## src/rtl/bbox_sequencer.sv

```systemverilog
// Arbitrates two triangle requesters onto a serial bounding-box datapath, streams the
// selected triangle MSB first, deserialises the min/max results and holds them for the consumer.
module bbox_sequencer #(
    parameter int XCAP_START = 29,
    parameter int YCAP_START = 56
) (
    input  logic        CLK,
    input  logic        RSTN,
    input  logic        REQ0_VALID,
    input  logic [53:0] REQ0_TRI,
    output logic        REQ0_READY,
    input  logic        REQ1_VALID,
    input  logic [53:0] REQ1_TRI,
    output logic        REQ1_READY,
    output logic        SD,
    output logic        SEN,
    input  logic        SXMIN,
    input  logic        SXMAX,
    input  logic        SYMIN,
    input  logic        SYMAX,
    output logic        OUT_VALID,
    input  logic        OUT_READY,
    output logic        OUT_TAG,
    output logic [35:0] OUT_BOX,
    output logic        BUSY
);

    localparam int XCAP_LAST = XCAP_START + 8;
    localparam int YCAP_LAST = YCAP_START + 8;
    localparam int CAP_LAST  = (XCAP_LAST > YCAP_LAST) ? XCAP_LAST : YCAP_LAST;
    localparam int LAST      = (CAP_LAST > 53) ? CAP_LAST : 53;

    typedef enum logic [1:0] {
        IDLE = 2'd0,
        RUN  = 2'd1,
        DONE = 2'd2
    } state_e;

    state_e      state_q, state_d;
    logic [6:0]  cnt_q, cnt_d;
    logic        last_q, last_d;
    logic [53:0] tri_q, tri_d;
    logic        tag_q, tag_d;
    logic [35:0] box_q, box_d;

    logic grant_any;
    logic grant_idx;

    // Round-robin only matters on a tie; a lone requester always wins.
    assign grant_any = REQ0_VALID | REQ1_VALID;
    assign grant_idx = (REQ0_VALID & REQ1_VALID) ? ~last_q : REQ1_VALID;

    // NOTE: sequential state uses non-blocking assignments so every flop samples pre-edge values.
    always_ff @(posedge CLK or negedge RSTN) begin
        if (!RSTN) begin
            state_q <= IDLE;
            cnt_q   <= '0;
            last_q  <= 1'b1;
            tri_q   <= '0;
            tag_q   <= 1'b0;
            box_q   <= '0;
        end else begin
            state_q <= state_d;
            cnt_q   <= cnt_d;
            last_q  <= last_d;
            tri_q   <= tri_d;
            tag_q   <= tag_d;
            box_q   <= box_d;
        end
    end

    // NOTE: every signal gets a hold default first so no path through the case infers a latch.
    always_comb begin
        state_d = state_q;
        cnt_d   = cnt_q;
        last_d  = last_q;
        tri_d   = tri_q;
        tag_d   = tag_q;
        box_d   = box_q;
        case (state_q)
            IDLE: begin
                if (grant_any) begin
                    state_d = RUN;
                    cnt_d   = '0;
                    tri_d   = grant_idx ? REQ1_TRI : REQ0_TRI;
                    tag_d   = grant_idx;
                    last_d  = grant_idx;
                end
            end
            RUN: begin
                cnt_d = cnt_q + 7'd1;
                // The triangle register doubles as the serialiser: bit 53 is always on SD.
                if (cnt_q <= 7'd53) begin
                    tri_d = {tri_q[52:0], 1'b0};
                end
                for (int j = 0; j < 9; j++) begin
                    if (cnt_q == 7'(XCAP_START + j)) begin
                        box_d[35-j] = SXMIN;
                        box_d[26-j] = SXMAX;
                    end
                    if (cnt_q == 7'(YCAP_START + j)) begin
                        box_d[17-j] = SYMIN;
                        box_d[8-j]  = SYMAX;
                    end
                end
                if (cnt_q == 7'(LAST)) begin
                    state_d = DONE;
                end
            end
            DONE: begin
                if (OUT_READY) begin
                    state_d = IDLE;
                end
            end
            default: state_d = IDLE;
        endcase
    end

    always_comb begin
        SEN        = (state_q == RUN) && (cnt_q <= 7'd53);
        SD         = SEN & tri_q[53];
        OUT_VALID  = (state_q == DONE);
        BUSY       = (state_q != IDLE);
        // Gated by RSTN so a requester never sees READY while the block is held in reset.
        REQ0_READY = RSTN & (state_q == IDLE) & grant_any & ~grant_idx;
        REQ1_READY = RSTN & (state_q == IDLE) & grant_any & grant_idx;
    end

    assign OUT_TAG = tag_q;
    assign OUT_BOX = box_q;

endmodule

```

## config.mk

```make
export PLATFORM = sky130hd
export DESIGN_NAME = bbox_sequencer
export DESIGN_NICKNAME = d
export VERILOG_FILES = /design/src/rtl/bbox_sequencer.sv
export SDC_FILE = /design/constraint.sdc
export NUM_CORES = 1
export LEC_CHECK = 0
export CELL_PAD_IN_SITES_DETAIL_PLACEMENT = 1
export CELL_PAD_IN_SITES_GLOBAL_PLACEMENT = 2
export CORE_ASPECT_RATIO = 0.8
export CORE_MARGIN = 10
export CORE_UTILIZATION = 25
export CTS_BUF_LIST = sky130_fd_sc_hd__clkbuf_4
export CTS_CLUSTER_SIZE = 10
export DETAILED_ROUTE_END_ITERATION = 12
export GPL_ROUTABILITY_DRIVEN = 0
export PLACE_DENSITY_LB_ADDON = 0.1
export SYNTH_ARGS = -nofsm -noshare
export SYNTH_HDL_FRONTEND = slang
export SYNTH_SLANG_ARGS = --single-unit
export TNS_END_PERCENT = 100
```

## constraint.sdc

```tcl
create_clock -name CLK -period 6.1 [get_ports CLK]
set_clock_uncertainty 0.2 [all_clocks]
set_input_delay 1.22 -clock CLK [delete_from_list [all_inputs] [get_ports CLK]]
set_output_delay 1.22 -clock CLK [all_outputs]
set_load 0.02 [all_outputs]
```

==> results.py <==
metrics = {
    "power": {
        "p_per_area_nw_per_um2": 403.3,
        "vdd_drop_max_v": 0.0001664,
        "power_uw": 2966,
        "leakage_uw": 0.003259,
    },
    "timing": {
        "tightest_slew_ps": 1168,
        "max_slew_margin": 0.2199,
        "tns_ps": 0,
        "grt_setup_unrepaired": "false",
        "holdWs_ps": 320.0,
        "fin_crit_sh": 0.7508,
        "hold_viol": 0,
        "drv_slew": 0,
        "setup_violations": 0,
        "min_period_ps": 4580,
        "max_freq_ghz": 0.2184,
    },
    "cells_and_area": {
        "layout_commonest_cell": "clkdlybuf4s50_1",
        "fill_cells": 2417,
        "nNetsFinal": 792,
        "final_cell_mix": "clkdlybuf4s50_1 (158), a21oi_1 (109), dfrtp_1 (100)",
        "syn_to_final_growth_pct": 35.04,
        "drive_above_1_share": 0.1849,
        "final_area_um2": 7353,
    },
    "drt": {
        "ant_nets": 0,
        "drt_iter0_drc": 146,
        "drc": 0,
        "drt-wirelength-per-cell_um": 18.94,
        "vias": 4389,
        "routed_wl_um": 18070,
        "dr.pass1.iters": 4,
        "viasPerCell": 4.601,
    },
    "critical_path": {
        "cp.required_ps": 4680,
        "r2r_end": "tri_q[52]$_DFFE_PN0P_",
        "crit_top_cell": "clkdlybuf4s50_1",
        "crit_family": "buffers and inverters",
        "critPathMaxFanout": 21,
        "path_depth": 4,
        "crit_chain": "clkdlybuf4s50_1, a21boi_4, and3_1, clkdlybuf4s50_1",
        "cp.arrival_ps": 3160,
        "r2r_setup_slack_ps": 2850,
        "crit_path_max_incr_delay_ps": 600,
        "criticalPathCategory": "primary input to output port",
        "slowest_stage": "clkdlybuf4s50_1",
        "cp-start-kind": "primary input",
        "r2r_cells": 7,
        "r2r_start": "cnt_q[1]$_DFFE_PN0P_",
        "endpoint_kind": "output port",
        "worst-path-buf-inv": 2,
    },
    "hold_path": {
        "whs_path_depth": 2,
        "hold_path_class": "flip-flop to flip-flop",
        "hold_start": "OUT_TAG$_DFFE_PN0P_",
        "holdPathEnd": "OUT_TAG$_DFFE_PN0P_",
    },
    "yosys": {
        "syn_nets": 651,
        "synth.avg_cell_area_um2": 10.27,
        "yosysUniqueCellTypes": 35,
        "synth-compound-area-share": 0.1195,
        "synthMuxAreaShare": 0.2243,
        "synthCells": 530,
        "yosys_warnings": 0,
        "synth_xor_area_frac": 0.001608,
        "synth_enable_flop_cells": 0,
        "yosys.area_share.adder": 0.009191,
        "synth-seq-cells": 101,
        "ys_seq_area_frac": 0.4644,
        "synth_simple_gate_area_frac": 0.1353,
        "synth_top_family_by_area": "multiplexers",
        "synth_top_flop_cell": "dfrtp_1",
        "synthArstFlopShare": 1.000,
        "syn_area_um2": 5445,
    },
    "floorplanning": {
        "rows": 48,
        "die_width_um": 185.0,
        "ios": 160,
        "core_um2": 21500,
        "die-area_um2": 28120,
        "start_util": 0.2533,
        "die_h_um": 152,
    },
    "placed_design": {
        "dpl_cell_area_um2": 7222,
        "io_buffer_count": 159,
        "dp_hpwl_um": 12880,
    },
    "global_routing": {
        "track_usage": 0.1296,
        "grt_pass1_vias": 4996,
        "grt_overflow": 0,
        "met1_usage": 0.1820,
        "use_met3": 0.04314,
        "busiest_layer": "met2",
        "antenna_found_initial": 1,
        "grt_max_degree": 68,
        "grt_pass1_wl_um": 29170,
        "grtUsageMet2": 0.1873,
    },
    "clock_tree": {
        "cts_tree": "built",
        "clk_latency_ps": 480,
        "holdBufCountCts": 0,
        "clkTransAtPathRegs_ps": 170,
        "cts_buffer_depth": 2,
        "post_cts_buffers": 0,
        "root_buffer": "clkbuf_4",
        "cts.sinks": 101,
        "htree_levels": 3,
        "cts_buffers": 9,
        "cts_resized": 0,
    },
    "job": {
        "cap_violations": 0,
    },
    "outcome": {
        "outcome": "finished clean",
    },
}
## worst register-to-register path: cells and delay by family (launching register included)
| family | cells | cell delay, ps |
|---|---|---|
| adder cells (fa/ha/maj) | 1 | 270 |
| buffers and inverters | 3 | 700 |
| flip-flops | 1 | 500 |
| multiplexers | 1 | 380 |
| AND/OR/NAND/NOR | 2 | 1120 |
## state kept, by name, summed over array words and instances, names as in the netlist
| signal | cells |
|---|---|
| OUT_BOX | 36 |
| OUT_TAG | 1 |
| cnt_q | 7 |
| last_q | 1 |
| state_q | 2 |
| tri_q | 54 |
## worst max path at each step
stage                          start          to  slack, ps
final                     REQ1_VALID  REQ1_READY       1520
after global routing      REQ1_VALID  REQ1_READY       1380
after CTS                 REQ1_VALID  REQ1_READY       1480
after detailed placement  REQ1_VALID  REQ1_READY       1490
after global placement    REQ1_VALID  REQ1_READY       1500
after floorplan           REQ1_VALID  REQ0_READY       2430
## cells in the mapped netlist, types with 3 or more instances
cell type	number	area, um^2
a21oi_1	109	545.5
mux2_4	50	750.7
ha_1	4	50.05
clkbuf_1	16	60.06
nor4_1	3	18.77
nor2_1	64	240.2
nand3_1	14	70.07
dfrtp_1	100	2502
buf_2	5	25.02
buf_1	8	30.03
buf_12	5	100.1
nor3b_1	3	22.52
inv_1	5	18.77
nand2_1	71	266.5
mux2_2	40	450.4
o21ai_0	8	40.04
## metal layers
metal  part of all wire  wire, um
met1               0.52      9375
met2               0.41      7418
met3              0.062      1117
met4             0.0085       153
met5                  0         0
## stage by stage
step / setup slack, ps / cells / util
2_1_floorplan: 2427 / 530 / -
3_3_place_gp: 1496 / 935 / 0.3359
3_5_place_dp: 1486 / 935 / 0.3359
4_1_cts: 1476 / 951 / 0.3417
5_1_grt: 1381 / 953 / 0.3419
6_report: 1520 / 954 / 0.3420
## cells by family (layout without fill, tap and decap cells)
kind of cell / count (synthesis) / count (layout)
AO/OA/AOI/OAI: 123 / 123
XOR/XNOR: 1 / 1
adder cells (fa/ha/maj): 4 / 4
buffers and inverters: 41 / 187
flip-flops: 101 / 101
multiplexers: 92 / 92
other: 0 / 3
AND/OR/NAND/NOR: 168 / 168
## final cells by class
| class | count | area [um^2] | share of cell area |
|---|---|---|---|
| Multi-Input combinational cell | 388 | 2689 | 0.3657 |
| Antenna cell | 3 | 7.507 | 0.001021 |
| Tap cell | 275 | 344.1 | 0.04679 |
| Inverter | 5 | 18.77 | 0.002552 |
| Timing Repair Buffer | 166 | 1642 | 0.2232 |
| Clock buffer | 9 | 67.56 | 0.009188 |
| Clock inverter | 7 | 56.30 | 0.007657 |
| Sequential cell | 101 | 2529 | 0.3439 |
## where the power goes
group	switching, uW	internal (uW)	leakage, uW	total [uW]
registers	195	946	0.00121	1140
clock network	257	89.0	0.0000625	346
logic	665	813	0.00198	1480
total	1120	1850	0.00326	2970
(Power assumes the default switching activity.)
